[src/rtl/strobe_fifo.sv]
// Strobe-in / strobe-out word FIFO; 1-cycle latency from acceptance to strobe_out when empty.
// Backpressure: ready_in gates the head (PULSE=0) or strobes free-run (PULSE=1); strobe_in while full and not popping is dropped and flagged.
module strobe_fifo #(
  parameter int WIDTH = 8,
  parameter int DEPTH = 4,
  parameter int PULSE = 0
) (
  input  logic                       clk,
  input  logic                       reset_n,
  input  logic                       strobe_in,
  input  logic [WIDTH-1:0]           data_in,
  input  logic                       ready_in,
  output logic                       strobe_out,
  output logic [WIDTH-1:0]           data_out,
  output logic [$clog2(DEPTH+1)-1:0] count,
  output logic                       full,
  output logic                       overflow,
  input  logic                       clear_overflow
);

  localparam int AW = (DEPTH > 1) ? $clog2(DEPTH) : 1;
  localparam int CW = $clog2(DEPTH + 1);
  localparam logic [CW-1:0] FULL_CNT = CW'(DEPTH);

  logic [WIDTH-1:0] mem [DEPTH];
  logic [AW-1:0]    rd_ptr;
  logic [AW-1:0]    wr_ptr;
  logic [CW-1:0]    cnt;
  logic             ovf;
  logic             pulse_mode;
  logic             pop;
  logic             push;

  assign pulse_mode = (PULSE != 0);

  // All outputs come from registered state; ready_in/strobe_in only steer the next edge.
  assign strobe_out = (cnt != '0);
  assign full       = (cnt == FULL_CNT);
  assign count      = cnt;
  assign overflow   = ovf;
  assign data_out   = mem[rd_ptr];

  assign pop  = strobe_out & (ready_in | pulse_mode);
  assign push = strobe_in & (~full | pop);

  // When full with push and pop together, wr_ptr equals rd_ptr: the head is read out
  // combinationally this cycle and overwritten at the same edge.
  always_ff @(posedge clk) begin
    if (push) begin
      mem[wr_ptr] <= data_in;
    end
  end

  always_ff @(posedge clk) begin
    if (!reset_n) begin
      rd_ptr <= '0;
      wr_ptr <= '0;
      cnt    <= '0;
      ovf    <= 1'b0;
    end else begin
      if (push) begin
        wr_ptr <= wr_ptr + AW'(1);
      end
      if (pop) begin
        rd_ptr <= rd_ptr + AW'(1);
      end
      case ({push, pop})
        2'b10:   cnt <= cnt + CW'(1);
        2'b01:   cnt <= cnt - CW'(1);
        default: cnt <= cnt;
      endcase
      // A drop at the same edge as a clear wins, so no lost word goes unreported.
      if (strobe_in && !push) begin
        ovf <= 1'b1;
      end else if (clear_overflow) begin
        ovf <= 1'b0;
      end
    end
  end

endmodule

[config.mk]
export PLATFORM = sky130hd
export DESIGN_NAME = strobe_fifo
export DESIGN_NICKNAME = d
export VERILOG_FILES = /design/src/rtl/strobe_fifo.sv
export SDC_FILE = /design/constraint.sdc
export NUM_CORES = 1
export LEC_CHECK = 0
export CAP_MARGIN = 0
export CORE_MARGIN = 4
export CORE_UTILIZATION = 34
export DETAILED_ROUTE_END_ITERATION = 7
export PLACE_DENSITY = 0.57
export REMOVE_ABC_BUFFERS = 1
export SYNTH_ARGS = -nofsm -noshare
export SYNTH_HDL_FRONTEND = slang
export SYNTH_SLANG_ARGS = --single-unit
[constraint.sdc]
create_clock -name clk -period 1.6 [get_ports clk]
set_input_delay 0.16 -clock clk [delete_from_list [all_inputs] [get_ports clk]]
set_output_delay 0.16 -clock clk [all_outputs]
set_load 0.01 [all_outputs]
==> flow_metrics.tcl <==
set metrics [dict create \
    outcome "complete, but fails checks" \
    violations "negative setup slack" \
    die_y_um 79.29 \
    dieArea_um2 6287 \
    max-vdd-ir-drop_uv 523.6 \
    initial_utilization_pct 35.87 \
    wl_per_cell_um 14.47 \
    vias 984 \
    yosys_warnings 0 \
    antenna_found_initial 0 \
    synth-seq-cells 42 \
    rows 25 \
    setup_violations 2 \
    seq_area_frac_synth_pct 67.20 \
    critPathMaxFanout 5 \
    antenna_left 0 \
    final_nets 164 \
    skew_ns 0.003216 \
    required_ns 1.44 \
    dp_hpwl_mm 2.217 \
    vias_per_cell 4.598 \
    dp.cells 205 \
    drive_gt1_share_pct 31.97 \
    worstMarginPinSlew_ns 0.4589 \
    grt_max_degree 13 \
    finalHoldViolCount 0 \
    fin_crit_ns 1.653 \
    syn_area_per_cell_um2 16.30 \
    setup_tns_ns -0.1021 \
    power_leakage_nw 0.8122 \
    core-area_um2 4817 \
    insertion_delay_ns 0.28 \
    clock-sinks 42 \
    place_congestion 0.7769 \
    area_delta_synth_final_pct 32.30 \
    numCtsBuffers 5 \
    crit_type "flip-flop to output pin" \
    r2r-start "count[2]$_SDFFE_PN0P_" \
    critPathArrivalTime_ns 1.49 \
    fin_cells 214 \
    hold_ws_ns 0.5088 \
    grt.total_usage_pct 11.24 \
    cp-end-kind "output pin" \
    synthArstFlopShare_pct 0 \
    cts.path.max_buffers 2 \
    start_kind "flip-flop" \
    synth_top_area_share_pct 55.61 \
    maxSlewHeadroom_pct 68.61 \
    rsz0062_at_grt "yes" \
    worstHoldStart "data_in[4]" \
    clk_pin_slew_ns 0.08 \
    die_w_um 79.29 \
    grt_pass1_vias 1121 \
    min_path_type "input pin to flip-flop" \
    cts_tree "yes" \
    ys.flop_type "edfxtp_1" \
    drc 0 \
    cts_hold_buf 0 \
    root_buffer "clkbuf_8" \
    io_pins 27 \
    drtPass1Iterations 3 \
    max_freq_mhz 604.8 \
    grt_pass1_wl_mm 5.326 \
    synth_edf_count 32 \
    period_share_pct 103.3 \
    grt_overflow 0 \
    power.total_mw 2.665 \
    yosys-top-cells-area "edfxtp_1 56%, dfxtp_1 12%, mux4_2 10%" \
    drv_cap 0 \
    p_per_area_nw_per_um2 1166 \
    drtIter0Drc 53 \
    fin_ws_ns -0.05340 \
    syn_area_um2 1728 \
    wl_mm 3.096 \
    antenna_cells 0 \
    io_buffer_count 26 \
    synth_cells 106 \
    yosys.area.top_type "edfxtp_1" \
    htreeDepth 2 \
    yosysUniqueCellTypes 30 \
    slew_violations 0 \
]
-- synthesized netlist by cell type (2+ instances only) --
cell type	count
dfxtp_1	10
xor2_1	3
nand2b_1	2
xnor2_1	2
buf_2	2
buf_1	2
ha_1	4
inv_1	5
mux4_2	8
edfxtp_1	32
nand2_1	6
and2_1	9
o21a_1	2
nor2_1	3
-- layer usage --
metal	part of all wire, %	GRT usage, %
met4	1.3	5.155
met5	0	0
met2	51	18.94
met1	44	13.17
met3	3.6	3.288
-- repair_timing --
item                                    4_1_cts  5_1_grt
pin swaps                                     0        1
gates cloned                                  0        0
buffers inserted                              1        0
endpoints found under the setup margin       44       35
gates resized for setup                      43       15
-- per-stage QoR --
| stage | utilization [%] | setup WS (ns) | area (um^2) |
|---|---|---|---|
| after detailed placement | 44.47 | -0.2989 | 2142 |
| final | 47.45 | -0.05340 | 2286 |
| after floorplan | - | -0.08746 | 1710 |
| after global placement | 44.47 | -0.1876 | 2142 |
| after CTS | 46.57 | -0.08948 | 2243 |
| after global routing | 47.45 | -0.1300 | 2286 |
-- final timing paths --
path	to	slack [ns]	cells after the start
worst min register to register	wr_ptr[1]$_SDFFE_PN0P_	0.52	2
worst min-delay path	mem[2][4]$_DFFE_PP_	0.51	1
worst max-delay path	data_out[0]	-0.05	4
worst max register to register	count[1]$_SDFFE_PN0P_	-0.05	6
-- kinds of logic (layout without fill, tap and decap cells) --
| family | count (synthesis) | count (layout) | share of synthesized area (%) |
|---|---|---|---|
| DFF | 42 | 42 | 67.20 |
| and+or+nand+nor | 25 | 25 | 8.183 |
| xor gates and xnor gates | 5 | 5 | 2.535 |
| AOI/OAI and AO/OA | 11 | 11 | 4.923 |
| muxes | 9 | 9 | 11.01 |
| buffers and inverters | 9 | 50 | 2.100 |
| adders and majority gates | 5 | 5 | 4.055 |
-- cells in the final DEF (no fill, tap or decap), types with 2 or more instances in the layout --
cell | synthesis | routed
dfxtp_1 | 10 | 6
buf_6 | 0 | 8
nand2b_1 | 2 | 2
clkdlybuf4s50_1 | 0 | 16
nand2_1 | 6 | 6
clkbuf_1 | 0 | 2
buf_2 | 2 | 3
nor2_1 | 3 | 3
o21ai_1 | 1 | 2
o21a_1 | 2 | 2
and2_1 | 9 | 5
dfxtp_2 | 0 | 3
buf_4 | 0 | 7
edfxtp_1 | 32 | 32
and2_2 | 0 | 4
inv_1 | 5 | 5
mux4_2 | 8 | 8
xor2_1 | 3 | 3
xnor2_1 | 2 | 2
ha_1 | 4 | 4
clkbuf_8 | 0 | 5
-- worst max-delay path, cell delays in order (launching register included) --
cell and delay [ns]:
dfxtp_2 0.35, buf_6 0.14, buf_6 0.10, mux4_2 0.49
buf_6 0.14
-- cell type report --
| type | count | area (um^2) |
|---|---|---|
| Clock buffer | 7 | 76.32 |
| Clock inverter | 1 | 30.03 |
| Fill cell | 447 | 2531 |
| Inverter | 5 | 18.77 |
| Multi-Input combinational cell | 55 | 556.8 |
| Sequential cell | 42 | 1169 |
| Tap cell | 67 | 83.83 |
| Timing Repair Buffer | 37 | 351.6 |
-- sequential cells by signal (all words and copies together), names as in the netlist, named ones only --
name      count
mem          32
overflow      1
count         3
rd_ptr        2
wr_ptr        2
-- power by group --
part / leakage [nW] / switching, mW / internal, mW / total, mW
logic: 0.382 / 0.242 / 0.320 / 0.562
registers: 0.377 / 0.0378 / 1.26 / 1.29
clock network: 0.0524 / 0.342 / 0.467 / 0.809
(Power assumes the default switching activity.)
